## src/rtl/bus_arbiter_rr_pkg.sv

```systemverilog
// Shared definitions for the round-robin bus arbiter and its priority picker.
package bus_arbiter_rr_pkg;

    typedef enum logic {
        IDLE = 1'b0,
        BUSY = 1'b1
    } arb_state_e;

    // Ceiling log2 with a floor of 1 bit, matching the bus mux select sizing.
    function automatic int log2(input int value);
        int width;
        width = 1;
        for (int i = 1; i < 31; i++) begin
            if ((1 << width) < value) begin
                width = i + 1;
            end
        end
        return width;
    endfunction

endpackage

```

## src/rtl/bus_arbiter_rr_pick.sv

```systemverilog
// Combinational round-robin picker: rotate, fixed-priority select, rotate back.
module rr_priority_pick
    import bus_arbiter_rr_pkg::*;
#(
    parameter int NUM_PORTS = 4,
    parameter int SEL_W     = 2
) (
    input  logic [NUM_PORTS-1:0] request,
    input  logic [SEL_W-1:0]     last_owner,
    output logic [NUM_PORTS-1:0] winner_onehot,
    output logic [SEL_W-1:0]     winner_idx,
    output logic                 winner_valid
);

    localparam logic [SEL_W:0] PORTS_EXT = (SEL_W+1)'(NUM_PORTS);

    logic [SEL_W-1:0]     start_idx;
    logic [NUM_PORTS-1:0] rot_req;
    logic [SEL_W-1:0]     pick_pos;
    logic                 pick_valid;
    logic [SEL_W:0]       back_sum;

    // Scan begins one past the previous owner, wrapping at the top port.
    assign start_idx = (last_owner == SEL_W'(NUM_PORTS - 1)) ? '0 : last_owner + 1'b1;

    genvar gi;
    generate
        for (gi = 0; gi < NUM_PORTS; gi++) begin : g_rot
            logic [SEL_W:0]   fwd_sum;
            logic [SEL_W-1:0] fwd_idx;
            assign fwd_sum = {1'b0, start_idx} + (SEL_W+1)'(gi);
            assign fwd_idx = (fwd_sum >= PORTS_EXT) ? SEL_W'(fwd_sum - PORTS_EXT)
                                                    : SEL_W'(fwd_sum);
            assign rot_req[gi] = request[fwd_idx];
        end
    endgenerate

    always_comb begin
        pick_valid = 1'b0;
        pick_pos   = '0;
        for (int i = NUM_PORTS - 1; i >= 0; i--) begin
            if (rot_req[i]) begin
                pick_valid = 1'b1;
                pick_pos   = SEL_W'(i);
            end
        end
    end

    assign back_sum   = {1'b0, start_idx} + {1'b0, pick_pos};
    assign winner_idx = (back_sum >= PORTS_EXT) ? SEL_W'(back_sum - PORTS_EXT)
                                                : SEL_W'(back_sum);
    assign winner_valid = pick_valid;

    generate
        for (gi = 0; gi < NUM_PORTS; gi++) begin : g_onehot
            assign winner_onehot[gi] = pick_valid && (winner_idx == SEL_W'(gi));
        end
    endgenerate

endmodule

```

## src/rtl/bus_arbiter_rr.sv

```systemverilog
// Round-robin bus arbiter with multi-cycle hold and hold-limit preemption.
module bus_arbiter_rr
    import bus_arbiter_rr_pkg::*;
#(
    parameter  int NUM_PORTS = 4,
    parameter  int MAX_HOLD  = 16,
    localparam int SEL_W     = log2(NUM_PORTS),
    localparam int HOLD_W    = log2(MAX_HOLD + 1)
) (
    input  logic                 clock,
    input  logic                 reset,
    input  logic [NUM_PORTS-1:0] request,
    output logic [NUM_PORTS-1:0] grant,
    output logic [SEL_W-1:0]     enable_port,
    output logic                 valid_enable,
    output logic [HOLD_W-1:0]    hold_count
);

    generate
        if (NUM_PORTS < 2) begin : g_param_check
            $fatal(1, "bus_arbiter_rr: NUM_PORTS must be at least 2");
        end
    endgenerate

    localparam bit              PREEMPT_EN = (MAX_HOLD != 0);
    localparam logic [HOLD_W-1:0] HOLD_MAX = HOLD_W'(MAX_HOLD);
    // Without preemption the counter just saturates at its full range.
    localparam logic [HOLD_W-1:0] HOLD_SAT = PREEMPT_EN ? HOLD_MAX : '1;

    arb_state_e           state_q, state_d;
    logic [NUM_PORTS-1:0] grant_q, grant_d;
    logic [SEL_W-1:0]     enable_q, enable_d;
    logic                 valid_q, valid_d;
    logic [HOLD_W-1:0]    hold_q, hold_d;
    logic [SEL_W-1:0]     last_owner_q, last_owner_d;

    logic [NUM_PORTS-1:0] pick_onehot;
    logic [SEL_W-1:0]     pick_idx;
    logic                 pick_valid;
    logic                 owner_req;
    logic                 others_req;
    logic                 take_winner;

    rr_priority_pick #(
        .NUM_PORTS (NUM_PORTS),
        .SEL_W     (SEL_W)
    ) u_pick (
        .request       (request),
        .last_owner    (last_owner_q),
        .winner_onehot (pick_onehot),
        .winner_idx    (pick_idx),
        .winner_valid  (pick_valid)
    );

    assign owner_req  = |(request & grant_q);
    assign others_req = |(request & ~grant_q);

    always_comb begin
        state_d      = state_q;
        grant_d      = grant_q;
        enable_d     = enable_q;
        valid_d      = valid_q;
        hold_d       = hold_q;
        last_owner_d = last_owner_q;
        take_winner  = 1'b0;

        if (state_q == IDLE) begin
            take_winner = pick_valid;
        end else if (!owner_req) begin
            if (others_req) begin
                take_winner = 1'b1;
            end else begin
                state_d = IDLE;
                grant_d = '0;
                valid_d = 1'b0;
                hold_d  = '0;
            end
        end else if (PREEMPT_EN && (hold_q == HOLD_MAX) && others_req) begin
            // The owner sits last in the scan, so a waiting port always wins.
            take_winner = 1'b1;
        end else if (hold_q != HOLD_SAT) begin
            hold_d = hold_q + 1'b1;
        end

        if (take_winner) begin
            state_d      = BUSY;
            grant_d      = pick_onehot;
            enable_d     = pick_idx;
            valid_d      = 1'b1;
            hold_d       = HOLD_W'(1);
            last_owner_d = pick_idx;
        end
    end

    always_ff @(posedge clock) begin
        if (reset) begin
            state_q      <= IDLE;
            grant_q      <= '0;
            enable_q     <= '0;
            valid_q      <= 1'b0;
            hold_q       <= '0;
            last_owner_q <= SEL_W'(NUM_PORTS - 1);
        end else begin
            state_q      <= state_d;
            grant_q      <= grant_d;
            enable_q     <= enable_d;
            valid_q      <= valid_d;
            hold_q       <= hold_d;
            last_owner_q <= last_owner_d;
        end
    end

    assign grant        = grant_q;
    assign enable_port  = enable_q;
    assign valid_enable = valid_q;
    assign hold_count   = hold_q;

endmodule

```

## config.mk

```make
export PLATFORM = sky130hd
export DESIGN_NAME = bus_arbiter_rr
export DESIGN_NICKNAME = d
export VERILOG_FILES = /design/src/rtl/bus_arbiter_rr_pkg.sv /design/src/rtl/bus_arbiter_rr_pick.sv /design/src/rtl/bus_arbiter_rr.sv
export SDC_FILE = /design/constraint.sdc
export NUM_CORES = 1
export LEC_CHECK = 0
export BUFFER_PORTS_ARGS = -buffer_cell sky130_fd_sc_hd__buf_4
export CORE_MARGIN = 2
export CORE_UTILIZATION = 40
export DETAILED_ROUTE_END_ITERATION = 8
export PLACE_DENSITY = 0.62
export SLEW_MARGIN = 20
export SYNTH_ARGS = -nofsm -noshare
export SYNTH_HDL_FRONTEND = slang
export SYNTH_HIERARCHICAL = 1
export SYNTH_SLANG_ARGS = --single-unit
```

## constraint.sdc

```tcl
create_clock -name clock -period 3.7 [get_ports clock]
set_input_delay 0.74 -clock clock [delete_from_list [all_inputs] [get_ports clock]]
set_output_delay 0.74 -clock clock [all_outputs]
set_load 0.02 [all_outputs]
```

After elaboration in Yosys (flattened, before gate mapping):

Cells that the tools add are included.

* flip-flop bits (word level): 15
* latch bits: 0
* bits in writable memories: 0
* memory bits (read-only): 0
* bits of input ports: 6
* output and inout bits: 12
* word-level logic and storage cells: 100
* memories kept: 0

* $add $sub $neg: 11
* multipliers: 0
* divide/modulo/power cells: 0
* order comparisons: 9
* equality and inequality tests: 14
* shifts and indexed selects: 0
* muxes and demuxes: 43
* bitwise operators: 3
* reductions and logical operators: 13

Operator list (count)
* $mux 1: 21
* $mux 2: 10
* $mux 5: 4
* $mux 4: 4
* $ge 3x3->1 const B: 4
* $lt 2x3->1 const B: 4
* $sub 2x1->2 const B: 5
* $and 4x4->4: 2
* $bmux 1 s2: 4
* $reduce_and 4->1: 2
* $reduce_or 4->1: 2
* $add 2x2->3 const B: 2
* $eq 2x2->1 const B: 3
* $ne 2x1->1 const B: 3
* $add 5x1->5 const B: 1
* $eq 5x5->1 const B: 1
* $logic_and 1x1->1: 5
* $ne 5x5->1 const B: 1
* $ne 2x2->1 const B: 2
* $not 4->4: 1
* $add 2x1->3 const B: 1
* $add 2x2->3: 1
* $ge 2x3->1 const B: 1
* $ne 3x1->1 const B: 1
* other kinds (8): 8

Depth between registers and ports, before layout:

Gate-level depths: netlist of run 1.

* depth in word-level cells: 17
* gate-level depth with buffers: 12
* mapped depth without buffers: 12

By module:

The synthesis of run 1 kept the hierarchy.

By module, submodules not included
* bus_arbiter_rr: times used 1, cells an instance 82, area each 732.0 sq um
* rr_priority_pick: times used 1, cells an instance 43, area each 279.0 sq um

Worst setup path before layout of run 1:

OpenSTA, ideal clock, no wires.

* path kind: input to register
* from: input request[0]
* to: register grant_q[3], in the netlist grant[3]
* setup time: 59 ps
* arrival: 2488 ps
* required time: 3641 ps
* setup slack: 1153 ps
* cell stages on the path: 10
* cells stage by stage: inv_1 o21ai_1 a21oi_1 o31a_1 ha_1 xnor2_1 o311a_1 a211o_1 nor4_1 a22o_1

* cells in the longest elaborated chain, start to end: 12
* elaborated cells on any way between the ends: 36
* those cells by class: add/sub (2); order compare (1); eq/ne (3); mux (22); bitwise (2); reduce/logical (6)

Ends and longest elaborated chain
* start: declaration: RTL line bus_arbiter_rr.sv:12 `input logic [NUM_PORTS-1:0] request,`
* $bmux 1 s2: RTL line bus_arbiter_rr_pick.sv:34 `assign rot_req[gi] = request[fwd_idx];`
* $mux 1 (not written as such): RTL line bus_arbiter_rr_pick.sv:34
* $mux 2 (4 in a row): RTL line bus_arbiter_rr_pick.sv:42 `if (rot_req[i]) begin`
* $add 2x2->3: RTL line bus_arbiter_rr_pick.sv:49 `assign back_sum = {1'b0, start_idx} + {1'b0, pick_pos};`
* $ge 3x3->1 / $sub 2x1->2 (equally long branches): RTL line bus_arbiter_rr_pick.sv:50 `assign winner_idx = (back_sum >= PORTS_EXT) ? SEL_W'(back_sum - PORTS_EXT)`
* $mux 2: RTL line bus_arbiter_rr_pick.sv:50
* $eq 2x2->1: RTL line bus_arbiter_rr_pick.sv:56 `assign winner_onehot[gi] = pick_valid && (winner_idx == SEL_W'(gi));`
* $logic_and 1x1->1 (*): RTL line bus_arbiter_rr_pick.sv:56
* net pick_onehot[3]: RTL line bus_arbiter_rr.sv:37 `logic [NUM_PORTS-1:0] pick_onehot;`
* $mux 4 (*): RTL line bus_arbiter_rr.sv:85 `if (take_winner) begin`
* end signal: assignment: RTL line bus_arbiter_rr.sv:105 `grant_q <= grant_d;`
* end: declaration: RTL line bus_arbiter_rr.sv:31 `logic [NUM_PORTS-1:0] grant_q, grant_d;`

The timed path passes the listed nets; every way through them passes the cells marked *. The select of a mux whose other input is x is not followed.
A chain may end at the register's enable or synchronous reset.

Worst setup path in the final report of run 1:

* from: register last_owner_q[0]
* to: register enable_q[1], in the netlist enable_port[1]

* cells in the longest elaborated chain, start to end: 14
* elaborated cells on any way between the ends: 39
* those cells by class: add/sub (10); order compare (5); eq/ne (1); mux (23)

Ends and longest elaborated chain
* start: declaration: RTL line bus_arbiter_rr.sv:35 `logic [SEL_W-1:0] last_owner_q, last_owner_d;`
* start signal: assignment: RTL line bus_arbiter_rr.sv:102 `last_owner_q <= SEL_W'(NUM_PORTS - 1);`
* start signal: assignment: RTL line bus_arbiter_rr.sv:109 `last_owner_q <= last_owner_d;`
* $add 2x1->2 / $eq 2x2->1 (equally long branches): RTL line bus_arbiter_rr_pick.sv:24 `assign start_idx = (last_owner == SEL_W'(NUM_PORTS - 1)) ? '0 : last_owner + 1'b1;`
* $mux 2 (*): RTL line bus_arbiter_rr_pick.sv:24
* $add 2x2->3: RTL line bus_arbiter_rr_pick.sv:31 `assign fwd_sum = {1'b0, start_idx} + (SEL_W+1)'(gi);`
* $ge 3x3->1 / $sub 2x1->2 (equally long branches): RTL line bus_arbiter_rr_pick.sv:32 `assign fwd_idx = (fwd_sum >= PORTS_EXT) ? SEL_W'(fwd_sum - PORTS_EXT)`
* $mux 2: RTL line bus_arbiter_rr_pick.sv:32
* $bmux 1 s2: RTL line bus_arbiter_rr_pick.sv:34
* $mux 1 (not written as such): RTL line bus_arbiter_rr_pick.sv:34
* $mux 2 (4 in a row): RTL line bus_arbiter_rr_pick.sv:42
* $add 2x2->3 (*): RTL line bus_arbiter_rr_pick.sv:49
* $ge 3x3->1 / $sub 2x1->2 (equally long branches): RTL line bus_arbiter_rr_pick.sv:50
* $mux 2 (*): RTL line bus_arbiter_rr_pick.sv:50
* net pick_idx[1]: RTL line bus_arbiter_rr.sv:38 `logic [SEL_W-1:0] pick_idx;`
* end signal: assignment: RTL line bus_arbiter_rr.sv:106 `enable_q <= enable_d;`
* end: declaration: RTL line bus_arbiter_rr.sv:32 `logic [SEL_W-1:0] enable_q, enable_d;`

Marks and branches as above.

==> results.md, run 1 <==
* Status: completed
* CTS tree: yes
* CTS Hold Buffers Added at 0
* CP Capture Type: register
* Root Driver: clkbuf_4
* Cells after synthesis at 125
* Drt first pass iters at 4
* Peak Freq at roughly 0.35 GHz
* Design area at roughly 0.0012 mm^2
* Power Density at approximately 770 mW/mm^2
* R2R Path Start: last_owner_q[0]$_SDFFE_PP1P_
* R2r worst-path depth at 12
* Initial Utilization at 0.4156
* Post-synthesis sequential area ratio at 0.2970
* Max clock buf depth at 2
* Core Area at roughly 0.0024 mm^2
* Max_slew headroom at 0.5922
* Multiplexer share of the synthesized area at 0
* Vias at about 1.0k
* Flops & latches, synth at 15
* Power, Total at about 0.0009 W
* Worst R2R End: enable_port[1]$_SDFFE_PP0P_
* Resized Gates After CTS at 0
* Post-Synth Adder-Cell Area at 0.04950
* Startpoint Class: register
* Routed len/inst at 13.74 um
* Final TNS setup at 0 ns
* Die height at ~54 um
* Synth warn at 6
* Row count at 18
* Post-Route WL at 2.390 mm
* Remaining Overflow, GRT at 0
* Crit path max-delay family: compound AO/OA/AOI/OAI gates
* Most Frequent Cell on Critical Path: ha_1
* Complex-gate fraction of the synthesized area at 0.3057
* Worst path max stage delay at roughly 0.43 ns
* Post-DP Area at approximately 0.0012 mm^2
* Synth cell types at 38
* Hold Path Stages at 2
* Post CTS Setup Buffer Count at 0
* Final Setup Violations at 0
* Clk_lat worst skew at approximately 0.28 ns
* Hold Vio Cnt, Final at 0
* Share of cells above drive strength 1 at 0.1944
* Syn avg cell area at just over 8 um^2
* CP max-delay cell: ha_1
* Vias per inst at 5.983
* DR DRC count at 0
* Antenna diode count at 0
* Worst EP arrival at approximately 3.1 ns
* H-tree Lvls at 1
* Static Leak at between 0.4 and 0.5 nW
* Most frequent cells in the layout: buf_4 (17), dfxtp_1 (15), nor2_1 (12), nand2_1 (12), a21oi_1 (9)
* # port buffers at 17
* Cts bufs inserted at 3
* Crit Path Category: reg2reg
* Non-filler instance count after layout at about 170
* Gr usage total at 0.1912
* Final Wtd Congestion at around 0.88
* WP buf/inv at 1
* Worst R2R Setup Slack at 0.87 ns
* Worst min path class: reg2reg
* Worst Tran Pin Value at 0.6061 ns
* Fin crit share at 0.7640
* Synth Area in XOR/XNOR at 0.02599
* CTS sink cnt at 15
* IO Pins at 18
* Cell area after synthesis at a little over 0.001 mm^2
* Unrepaired setup endpoints after global routing: no
* Initial antenna violation count at 0
* Vias in the first global route at slightly above 900
* Critical Path Fanout Max at 7
* Peak VDD IR at 429.5 uV
* Required time at the worst-slack endpoint at slightly below 4 ns
* Initial drt markers at 33
* Number of max-cap violations at 0
* P&R area growth vs syn at 18.07%
* Clock Skews at around 0.0021 ns
* Largest family of logic cells by synthesized area: compound AO/OA/AOI/OAI gates
* Syn_nets at between 100 and 150
* Hold_ws at approximately 0.46 ns
* Routed Antenna Nets at 0
* Synth Area in Simple Gates at 0.2983
* Largest net degree at the start of global routing at 12
* Commonest non-fill, non-tap cell in the layout: buf_4
* Hold Startpoint: enable_port[1]$_SDFFE_PP0P_
* Hold Path End: enable_port[1]$_SDFFE_PP0P_
* HPWL Detailed at about 1.9 mm
* Final max-slew violation count at 0
* Stages on worst setup path at 12
* Crit-path cells: ha_1 -> inv_1 -> a2bb2oi_1 -> o221ai_1 -> o31a_1 -> ha_1 -> xnor2_1 -> nor2_1 -> a22o_1 -> nor3_1 -> nand2b_1 -> a21oi_1
* Fin nets at roughly 160
* Clock Pin Slew Worst Setup and Hold Paths at 0.08 ns
* Die footprint at a little under 0.003 mm^2
* Die width at approximately 54 um
* Fin crit period at roughly 2.8 ns
* First-pass GRT wire length at ~4 mm
* Inst Count DP at 170
-- registers in the layout, summed over array words and instances (netlist names) --
name          count
state_q           1
enable_port       2
grant             4
last_owner_q      2
valid_enable      1
hold_count        5
-- through the flow --
stage | util | setup slack, ns
6_report | 0.4907 | 0.8733
5_1_grt | 0.4907 | 0.7017
4_1_cts | 0.4907 | 0.9248
3_5_place_dp | 0.4799 | 0.7284
3_3_place_gp | 0.4799 | 0.7748
2_1_floorplan | - | 1.153
-- final cells by class --
class / instances / area (um^2)
fill: 254 / 1239
multi-input combinational: 104 / 686.9
inverter: 4 / 15.01
timing repair buffer: 17 / 127.6
tap: 30 / 37.54
sequential: 15 / 300.3
clock buffer: 4 / 26.28
-- logic make-up (layout without fill, tap and decap cells) --
logic type	after synthesis	count (layout)
AND/OR/NAND/NOR	55	55
flip-flops	15	15
buffers and inverters	6	25
adder cells (fa/ha/maj)	4	4
AO/OA/AOI/OAI	42	42
XOR/XNOR	3	3
-- metal layers --
metal  wire [um]  GRT usage  up-vias
met4          60     0.1292        0
li1            -          -      514
met2        1204     0.3032       29
met3          76    0.01639        6
met5           0          0        -
met1        1049     0.2450      492
-- where the power goes --
group	switching (W)	leakage [nW]	internal (W)
Combinational	0.000332	0.319	0.000236
Sequential	0.0000458	0.123	0.000209
Clock	0.0000504	0.0150	0.0000419
-- cell usage after synthesis --
cell / instances / area (um^2)
and4bb_2: 1 / 12.51
a31oi_1: 5 / 31.28
o21ai_0: 5 / 25.02
or2_2: 2 / 12.51
a21oi_1: 9 / 45.04
dfxtp_1: 15 / 300.3
o2111a_1: 1 / 11.26
nor2_2: 1 / 6.260
nor3_1: 5 / 25.02
a2bb2oi_1: 1 / 8.760
nand2_1: 12 / 45.04
nor2_1: 12 / 45.04
nor3b_1: 1 / 7.510
or2_1: 1 / 6.260
o221ai_1: 1 / 8.760
o21bai_1: 2 / 15.01
clkbuf_1: 1 / 3.750
buf_2: 1 / 5.000
nand2b_1: 5 / 31.28
a22oi_1: 2 / 15.01
o31a_1: 1 / 8.760
a22o_1: 7 / 61.31
o21ai_1: 1 / 5.000
a31oi_4: 1 / 21.27
xnor2_1: 3 / 26.28
o311a_1: 1 / 10.01
ha_1: 4 / 50.05
nor3b_2: 1 / 12.51
nand4_1: 2 / 12.51
inv_1: 4 / 15.01
a311oi_1: 1 / 8.760
nor2b_1: 6 / 37.54
or4_4: 2 / 22.52
nor4_1: 3 / 18.77
a211oi_1: 1 / 7.510
a211o_1: 2 / 17.52
and3_1: 1 / 6.260
o41ai_1: 1 / 8.760
-- worst min-delay path, delay by kind of cell, from the launching register on --
| kind | cells | cell delay (ns) |
|---|---|---|
| and+or+nand+nor | 1 | 0.05 |
| AOI/OAI and AO/OA | 1 | 0.05 |
| DFF | 1 | 0.32 |
-- worst max path at each step --
stage,from,end,slack (ns)
4_1_cts,last_owner_q[0]$_SDFFE_PP1P_,grant[2]$_SDFFE_PP0P_,0.92
5_1_grt,last_owner_q[0]$_SDFFE_PP1P_,enable_port[1]$_SDFFE_PP0P_,0.70
6_report,last_owner_q[0]$_SDFFE_PP1P_,enable_port[1]$_SDFFE_PP0P_,0.87
3_5_place_dp,request[2],grant[2]$_SDFFE_PP0P_,0.73
3_3_place_gp,request[2],grant[2]$_SDFFE_PP0P_,0.77
2_1_floorplan,request[0],grant[3]$_SDFFE_PP0P_,1.15
(Power assumes the default switching activity.)
==> run 2: changes to the inputs <==
--- a/config.mk
+++ b/config.mk
@@ -9,7 +9,7 @@
 export CORE_MARGIN = 2
 export CORE_UTILIZATION = 40
 export DETAILED_ROUTE_END_ITERATION = 8
-export PLACE_DENSITY = 0.62
+export PLACE_DENSITY = 0.65
 export SLEW_MARGIN = 20
 export SYNTH_ARGS = -nofsm -noshare
 export SYNTH_HDL_FRONTEND = slang
==> constraint.sdc (replaced) <==
create_clock -name clock -period 2.3 [get_ports clock]
set_input_delay 0.46 -clock clock [delete_from_list [all_inputs] [get_ports clock]]
set_output_delay 0.46 -clock clock [all_outputs]
set_load 0.02 [all_outputs]
==> run 2 against run 1 <==
Against the previous run: first-iteration DRC count shrank 6.1%; the run now ends with setup timing left; fmax up 20%; worst setup slack got worse by 0.93 ns; largest power group unchanged; critical endpoint is now grant[2]$_SDFFE_PP0P_.
==> results.md, run 2 (synthesis results as in run 1) <==
* Initial Utilization at 0.4156 (unchanged)
* Max_slew headroom at 0.6864 (was 0.5922)
* Routed Antenna Nets at 0 (unchanged)
* Initial drt markers at 31 (was 33)
* Post-Route WL at 2.714 mm (was 2.390 mm)
* Peak VDD IR at 943.5 uV (was 429.5 uV)
* # port buffers at 17 (unchanged)
* P&R area growth vs syn at 44.06% (was 18.07%)
* Critical Path Fanout Max at 6 (was 7)
* Crit Path Category: reg2reg (unchanged)
* Largest register FFs at 5 (unchanged)
* CP Capture Type: register (unchanged)
* Peak Freq at 0.4244 GHz (was 0.3538 GHz)
* DR DRC count at 0 (unchanged)
* Non-filler instance count after layout at 193 (was 174)
* Static Leak at 0.5676 nW (was 0.4572 nW)
* Core Area at 0.002432 mm^2 (unchanged)
* HPWL Detailed at 1.989 mm (was 1.862 mm)
* Worst EP arrival at 2.61 ns (was 3.05 ns)
* Status: finished, violations left (was completed)
* Vias per inst at 5.684 (was 5.983)
* Routed len/inst at 14.06 um (was 13.74 um)
* Largest net degree at the start of global routing at 12 (unchanged)
* CTS sink cnt at 15 (unchanged)
* Clock Skews at 0.01125 ns (was 0.002077 ns)
* Fin crit share at 1.024 (was 0.7640)
* Share of cells above drive strength 1 at 0.3926 (was 0.1944)
* H-tree Lvls at 1 (unchanged)
* Max clock buf depth at 2 (unchanged)
* Fin nets at 174 (was 155)
* R2r worst-path depth at 11 (was 12)
* Worst Setup SP: last_owner_q[1]$_SDFFE_PP1P_ (was last_owner_q[0]$_SDFFE_PP1P_)
* Vias in the first global route at 968 (was 928)
* Most frequent cells in the layout: buf_4 (35), dfxtp_1 (13), nor2_1 (12), nand2_1 (12), a21oi_1 (9) (was buf_4 (17), dfxtp_1 (15), nor2_1 (12), nand2_1 (12), a21oi_1 (9))
* R2R Path Start: last_owner_q[1]$_SDFFE_PP1P_ (was last_owner_q[0]$_SDFFE_PP1P_)
* Clk_lat worst skew at 0.29 ns (was 0.28 ns)
* Worst R2R End: grant[2]$_SDFFE_PP0P_ (was enable_port[1]$_SDFFE_PP0P_)
* Worst Tran Pin Value at 0.4678 ns (was 0.6061 ns)
* Drt first pass iters at 4 (unchanged)
* Vias at 1097 (was 1041)
* Commonest non-fill, non-tap cell in the layout: buf_4 (unchanged)
* Die width at 54.28 um (unchanged)
* Hold Vio Cnt, Final at 0 (unchanged)
* First-pass GRT wire length at 4.367 mm (was 4.084 mm)
* Worst R2R Setup Slack at -0.06 ns (was 0.87 ns)
* Antenna diode count at 0 (unchanged)
* Root Driver: clkbuf_4 (unchanged)
* Power Density at 1346 mW/mm^2 (was 766.3 mW/mm^2)
* IO Pins at 18 (unchanged)
* Inst Count DP at 188 (was 170)
* Cts bufs inserted at 3 (unchanged)
* Failing checks: setup timing
* Startpoint Class: register (unchanged)
* Worst min path class: in2reg (was reg2reg)
* Remaining Overflow, GRT at 0 (unchanged)
* Initial antenna violation count at 0 (unchanged)
* Final Wtd Congestion at 0.9161 (was 0.8800)
* Row count at 18 (unchanged)
* Fin worst setup slack at -0.05610 ns (was 0.8733 ns)
* Gr usage total at 0.2065 (was 0.1912)
* CTS tree: yes (unchanged)
* Clock Pin Slew Worst Setup and Hold Paths at 0.10 ns (was 0.08 ns)
* CP Capture Point: grant[2]$_SDFFE_PP0P_ (was enable_port[1]$_SDFFE_PP0P_)
* Required time at the worst-slack endpoint at 2.55 ns (was 3.92 ns)
* Fin crit period at 2.356 ns (was 2.827 ns)
* Power, Total at 0.001961 W (was 0.0009146 W)
* Die footprint at 0.002946 mm^2 (unchanged)
* Final Setup Violations at 4 (was 0)
* Die height at 54.28 um (unchanged)
* Number of max-cap violations at 0 (unchanged)
* Final max-slew violation count at 0 (unchanged)
* Unrepaired setup endpoints after global routing: yes (was no)
-- run 2: changes by cell type in the layout (fill, tap and decap cells not counted), moves of 2 or more --
cell,before,now
buf_4,17,35
dfxtp_1,15,13
dfxtp_2,0,2
ha_1,4,2
ha_4,0,2
nor3_1,5,3
nor3_2,0,2
nor4_1,3,1
nor4_4,0,2
-- run 2: how the worst min path moves through the flow --
stage,startpoint,end,slack (ns),cells past startpoint
2_1_floorplan,last_owner_q[1]$_SDFFE_PP1P_,last_owner_q[1]$_SDFFE_PP1P_,0.49,2
3_3_place_gp,enable_port[0]$_SDFFE_PP0P_,enable_port[0]$_SDFFE_PP0P_,0.44,2
3_5_place_dp,enable_port[0]$_SDFFE_PP0P_,enable_port[0]$_SDFFE_PP0P_,0.45,2
4_1_cts,reset,enable_port[1]$_SDFFE_PP0P_,0.42,2
5_1_grt,reset,enable_port[1]$_SDFFE_PP0P_,0.42,2
6_report,reset,enable_port[1]$_SDFFE_PP0P_,0.42,2
-- run 2: stage by stage --
stage	setup WS, ns	setup TNS (ns)	util	area (um^2)	hold WS (ns)
6_report	-0.05610	-0.1185	0.5988	1456	0.4177
2_1_floorplan	0.0004126	0	-	1025	0.4935
3_3_place_gp	-0.2331	-0.9784	0.5412	1316	0.4449
4_1_cts	-0.08790	-0.3549	0.5751	1399	0.4152
3_5_place_dp	-0.3427	-1.650	0.5412	1316	0.4504
5_1_grt	-0.1446	-0.6730	0.5988	1456	0.4205
-- run 2: timing repair --
item,in CTS,in global routing
hold buffers,0,0
endpoints found under the setup margin,6,6
gates cloned,0,0
pin swaps,4,16
resized for setup,9,10
endpoints found under the hold margin,0,0
setup buffers,0,1
-- run 2: critical path, cell delays in order (launching register included) --
cell     delay (ns)
dfxtp_2        0.35
ha_4           0.26
o21ai_1        0.11
a21oi_1        0.07
o31a_1         0.28
ha_4           0.19
xnor2_4        0.14
and3_4         0.17
a211o_1        0.31
buf_6          0.14
nor4_4         0.14
a22o_1         0.15
-- run 2: final cells by class --
class                      count  area [um^2]
fill                         225        975.9
multi-input combinational    104        799.5
sequential                    15        302.8
timing repair buffer          36        274.0
tap                           30        37.54
clock buffer                   3        22.52
inverter                       4        15.01
clock inverter                 1        5.005
-- run 2: where the power goes --
part / switching (W) / total, W / leakage, nW / internal, W
Clock: 0.0000920 / 0.000157 / 0.0177 / 0.0000648
Sequential: 0.0000764 / 0.000416 / 0.123 / 0.000340
Combinational: 0.000713 / 0.00139 / 0.427 / 0.000674
Total: 0.000882 / 0.00196 / 0.568 / 0.00108
-- run 2: routing by layer --
metal | share of wire | vias up | global-route usage
met1 | 0.49 | 513 | 0.2936
met2 | 0.44 | 27 | 0.3072
met3 | 0.051 | 7 | 0.05738
met5 | 0 | - | 0
met4 | 0.012 | 0 | 0.05000
li1 | - | 550 | -
==> run 3: changes to the inputs <==
--- a/config.mk
+++ b/config.mk
@@ -5,11 +5,12 @@
 export SDC_FILE = /design/constraint.sdc
 export NUM_CORES = 1
 export LEC_CHECK = 0
+export ABC_AREA = 1
 export BUFFER_PORTS_ARGS = -buffer_cell sky130_fd_sc_hd__buf_4
 export CORE_MARGIN = 2
-export CORE_UTILIZATION = 40
+export CORE_UTILIZATION = 46
 export DETAILED_ROUTE_END_ITERATION = 8
-export PLACE_DENSITY = 0.65
+export PLACE_DENSITY = 0.71
 export SLEW_MARGIN = 20
 export SYNTH_ARGS = -nofsm -noshare
 export SYNTH_HDL_FRONTEND = slang
==> run 3 against run 2 <==
Against the previous run: the run now ends clean; area after synthesis increased by 20%; final area up 5.0%; first-iteration DRC count fell by 23%; cell count increased by 22%; wire length is 0.59% higher; via count rose by 8.9%; fmax up 6.6%; register-to-register slack gained 0.15 ns; clock power is essentially flat; sequential power shrank 7.2%; clock skew grew 0.0031 ns; largest cell class unchanged; largest power group unchanged; highest routed layer unchanged.
==> results.md, run 3 <==
* Clock Pin Slew Worst Setup and Hold Paths at 0.11 ns (was 0.10 ns)
* P&R area growth vs syn at 26.37% (was 44.06%)
* Multi-input logic area at 859.6 um^2 (was 799.5 um^2)
* Final Setup Violations at 0 (was 4)
* Die width at 55.29 um (was 54.28 um)
* Fin nets at 217 (was 174)
* Clk_lat worst skew at 0.29 ns (about the same)
* Critical Path Fanout Max at 5 (was 6)
* Hold Startpoint: reset (unchanged)
* Synth Flop Type: dfxtp_1 (unchanged)
* Routed len/inst at 11.57 um (was 14.06 um)
* Peak VDD IR at 1297 uV (was 943.5 uV)
* Synth warn at 6 (unchanged)
* Worst slack, placed at -0.006181 ns (was -0.3427 ns)
* Status: completed (was finished, violations left)
* Largest net degree at the start of global routing at 11 (was 12)
* EDFF count, synth at 0 (unchanged)
* Share of cells above drive strength 1 at 0.4126 (was 0.3926)
* Final max-slew violation count at 0 (unchanged)
* H-tree Lvls at 1 (unchanged)
* Peak Freq at 0.4524 GHz (was 0.4244 GHz)
* HPWL Detailed at 2.006 mm (was 1.989 mm)
* Worst EP arrival at 2.45 ns (was 2.61 ns)
* Final Wtd Congestion at 0.8269 (was 0.9161)
* Layout fillers at 223 (was 225)
* Worst Tran Pin Value at 0.2849 ns (was 0.4678 ns)
* Worst path max stage delay at 0.35 ns (about the same)
* Worst R2R Setup Slack at 0.09 ns (was -0.06 ns)
* Initial antenna violation count at 0 (unchanged)
* First-pass GRT wire length at 4.278 mm (was 4.367 mm)
* Worst Setup SP: last_owner_q[0]$_SDFFE_PP1P_ (was last_owner_q[1]$_SDFFE_PP1P_)
* DR DRC count at 0 (unchanged)
* Syn avg cell area at 6.797 um^2 (was 8.088 um^2)
* Cts bufs inserted at 3 (unchanged)
* Max clock buf depth at 2 (unchanged)
* IO Pins at 18 (unchanged)
* Core Area at 0.002477 mm^2 (was 0.002432 mm^2)
* Post-Route WL at 2.730 mm (was 2.714 mm)
* Initial drt markers at 24 (was 31)
* Syn_nets at 188 (was 135)
* CP max-delay cell: dfxtp_2 (unchanged)
* Drt first pass iters at 4 (unchanged)
* Number of max-cap violations at 0 (unchanged)
* Cells after synthesis at 178 (was 125)
* CTS tree: yes (unchanged)
* # port buffers at 17 (unchanged)
* Vias in the first global route at 1049 (was 968)
* Top cells by area, synth: dfxtp_1 (25%), nand2_1 (20%), nand2_2 (6.7%) (was dfxtp_1 (30%), a22o_1 (6.1%), ha_1 (5.0%))
* Complex-gate fraction of the synthesized area at 0.1096 (was 0.3057)
* CP Capture Type: register (unchanged)
* Top cells by count, synth: nand2_1 (63), inv_1 (18), dfxtp_1 (15) (was dfxtp_1 (15), nand2_1 (12), nor2_1 (12))
* Synth Area in XOR/XNOR at 0.02896 (was 0.02599)
* Power, Total at 0.002404 W (was 0.001961 W)
* Vias at 1195 (was 1097)
* Power Density at 1573 mW/mm^2 (was 1346 mW/mm^2)
* Static Leak at 0.7493 nW (was 0.5676 nW)
* Cell area after synthesis at 0.001210 mm^2 (was 0.001011 mm^2)
* Synth cell types at 26 (was 38)
* Routed Antenna Nets at 0 (unchanged)
* Hold Vio Cnt, Final at 0 (unchanged)
* Initial Utilization at 0.4884 (was 0.4156)
* Flops & latches, synth at 15 (unchanged)
* Design area at 0.001529 mm^2 (was 0.001456 mm^2)
* Die footprint at 0.003056 mm^2 (was 0.002946 mm^2)
* Most frequent cells in the layout: nand2_1 (59), buf_4 (23), inv_1 (17), nand2_2 (17), nand3_1 (14) (was buf_4 (35), dfxtp_1 (13), nor2_1 (12), nand2_1 (12), a21oi_1 (9))
* Multiplexer share of the synthesized area at 0 (unchanged)
* Unrepaired setup endpoints after global routing: yes (unchanged)
* Storage element area at 302.8 um^2 (unchanged)
* CTS sink cnt at 15 (unchanged)
* Row count at 18 (unchanged)
* R2R Path Start: last_owner_q[0]$_SDFFE_PP1P_ (was last_owner_q[1]$_SDFFE_PP1P_)
* Largest register FFs at 5 (unchanged)
* Synth Area in Simple Gates at 0.4881 (was 0.2983)
* Antenna diode count at 0 (unchanged)
* Commonest non-fill, non-tap cell in the layout: nand2_1 (was buf_4)
* Post-Synth Adder-Cell Area at 0.04137 (was 0.04950)
* Crit Path Category: reg2reg (unchanged)
* Post-synthesis sequential area ratio at 0.2482 (was 0.2970)
* Die height at 55.29 um (was 54.28 um)
* Most frequent cell after synthesis: nand2_1 (was dfxtp_1)
* Worst min path class: in2reg (unchanged)
* Startpoint Class: register (unchanged)
* Fin crit share at 0.9612 (was 1.024)
* Gr usage total at 0.1688 (was 0.2065)
* Crit-path cells: ha_4 -> nor2_4 -> buf_12 -> nand2_1 -> nand2_2 -> nand2_1 -> nand2_2 -> a21oi_2 -> nor2_1 -> ha_2 -> xor2_2 -> buf_4 -> nand2_4 -> a21oi_2 -> nand3_1 -> a21oi_1 (was ha_4 -> o21ai_1 -> a21oi_1 -> o31a_1 -> ha_4 -> xnor2_4 -> and3_4 -> a211o_1 -> buf_6 -> nor4_4 -> a22o_1)
* Required time at the worst-slack endpoint at 2.54 ns (was 2.55 ns)
* Final TNS setup at 0 ns (was -0.1185 ns)
* Vias per inst at 5.064 (was 5.684)
* Largest family of logic cells by synthesized area: simple AND/OR/NAND/NOR gates (was compound AO/OA/AOI/OAI gates)
* Fin crit period at 2.211 ns (was 2.356 ns)
* Inst Count DP at 226 (was 188)
* Fin worst setup slack at 0.08932 ns (was -0.05610 ns)
* Post-synth ARST share at 0 (unchanged)
* Root Driver: clkbuf_4 (unchanged)
* Clock Skews at 0.01433 ns (was 0.01125 ns)
* Remaining Overflow, GRT at 0 (unchanged)
* Largest area contributor in the netlist: dfxtp_1 (unchanged)
* Post-DP Area at 0.001386 mm^2 (was 0.001316 mm^2)
* Max_slew headroom at 0.8098 (was 0.6864)
* Non-filler instance count after layout at 236 (was 193)
* Post-synth top area share at 0.2482 (was 0.2970)
## run 3: layer usage
metal,global-route usage,part of all wire,up-vias,wire [um]
met2,0.2602,0.46,24,1264
met3,0.03044,0.034,6,94
met4,0.07666,0.020,0,54
met5,0,0,-,0
met1,0.2283,0.48,551,1317
li1,-,-,614,-
## run 3: what timing repair did
action | CTS | global route
buffers inserted | 0 | 6
pin swaps | 1 | 9
endpoints found under the setup margin | 1 | 6
gates cloned | 0 | 0
hold buffers | 0 | 0
hold endpoints to repair | 0 | 0
gates resized for setup | 1 | 17
## run 3: cell type report
class,instances,share of cell area
tap,30,0.02455
sequential,15,0.1980
inverter,25,0.06383
clock buffer,3,0.01473
multi-input combinational,137,0.5622
timing repair buffer,25,0.1334
clock inverter,1,0.003273
## run 3: stage by stage
stage,hold WS (ns),util
after global routing,0.4017,0.6172
final,0.3993,0.6172
after CTS,0.4007,0.5717
after floorplan,0.4500,-
after detailed placement,0.4612,0.5596
after global placement,0.4551,0.5596
## run 3: final timing paths
kind | endpoint | cells past startpoint
setup reg to reg | grant[2]$_SDFFE_PP0P_ | 16
hold / removal | valid_enable$_SDFFE_PP0P_ | 2
hold reg to reg | enable_port[1]$_SDFFE_PP0P_ | 2
setup / recovery | grant[2]$_SDFFE_PP0P_ | 16
## run 3: power by group
part / total, W / internal, W / switching [W] / leakage (nW)
logic: 0.00186 / 0.000758 / 0.00110 / 0.608
clock network: 0.000159 / 0.0000646 / 0.0000940 / 0.0177
registers: 0.000386 / 0.000327 / 0.0000583 / 0.123
## run 3: cell families after synthesis
family | after synthesis
AND/OR/NAND/NOR | 110
XOR/XNOR | 4
adder cells (fa/ha/maj) | 4
buffers and inverters | 26
flip-flops | 15
AO/OA/AOI/OAI | 19
## run 3: worst max-delay path, delay by kind of cell, from the launching register on
kind	cells	cell delay (ns)
AND/OR/NAND/NOR	8	0.72
AO/OA/AOI/OAI	3	0.28
buffers and inverters	2	0.27
flip-flops	1	0.35
XOR/XNOR	1	0.16
adder cells (fa/ha/maj)	2	0.37
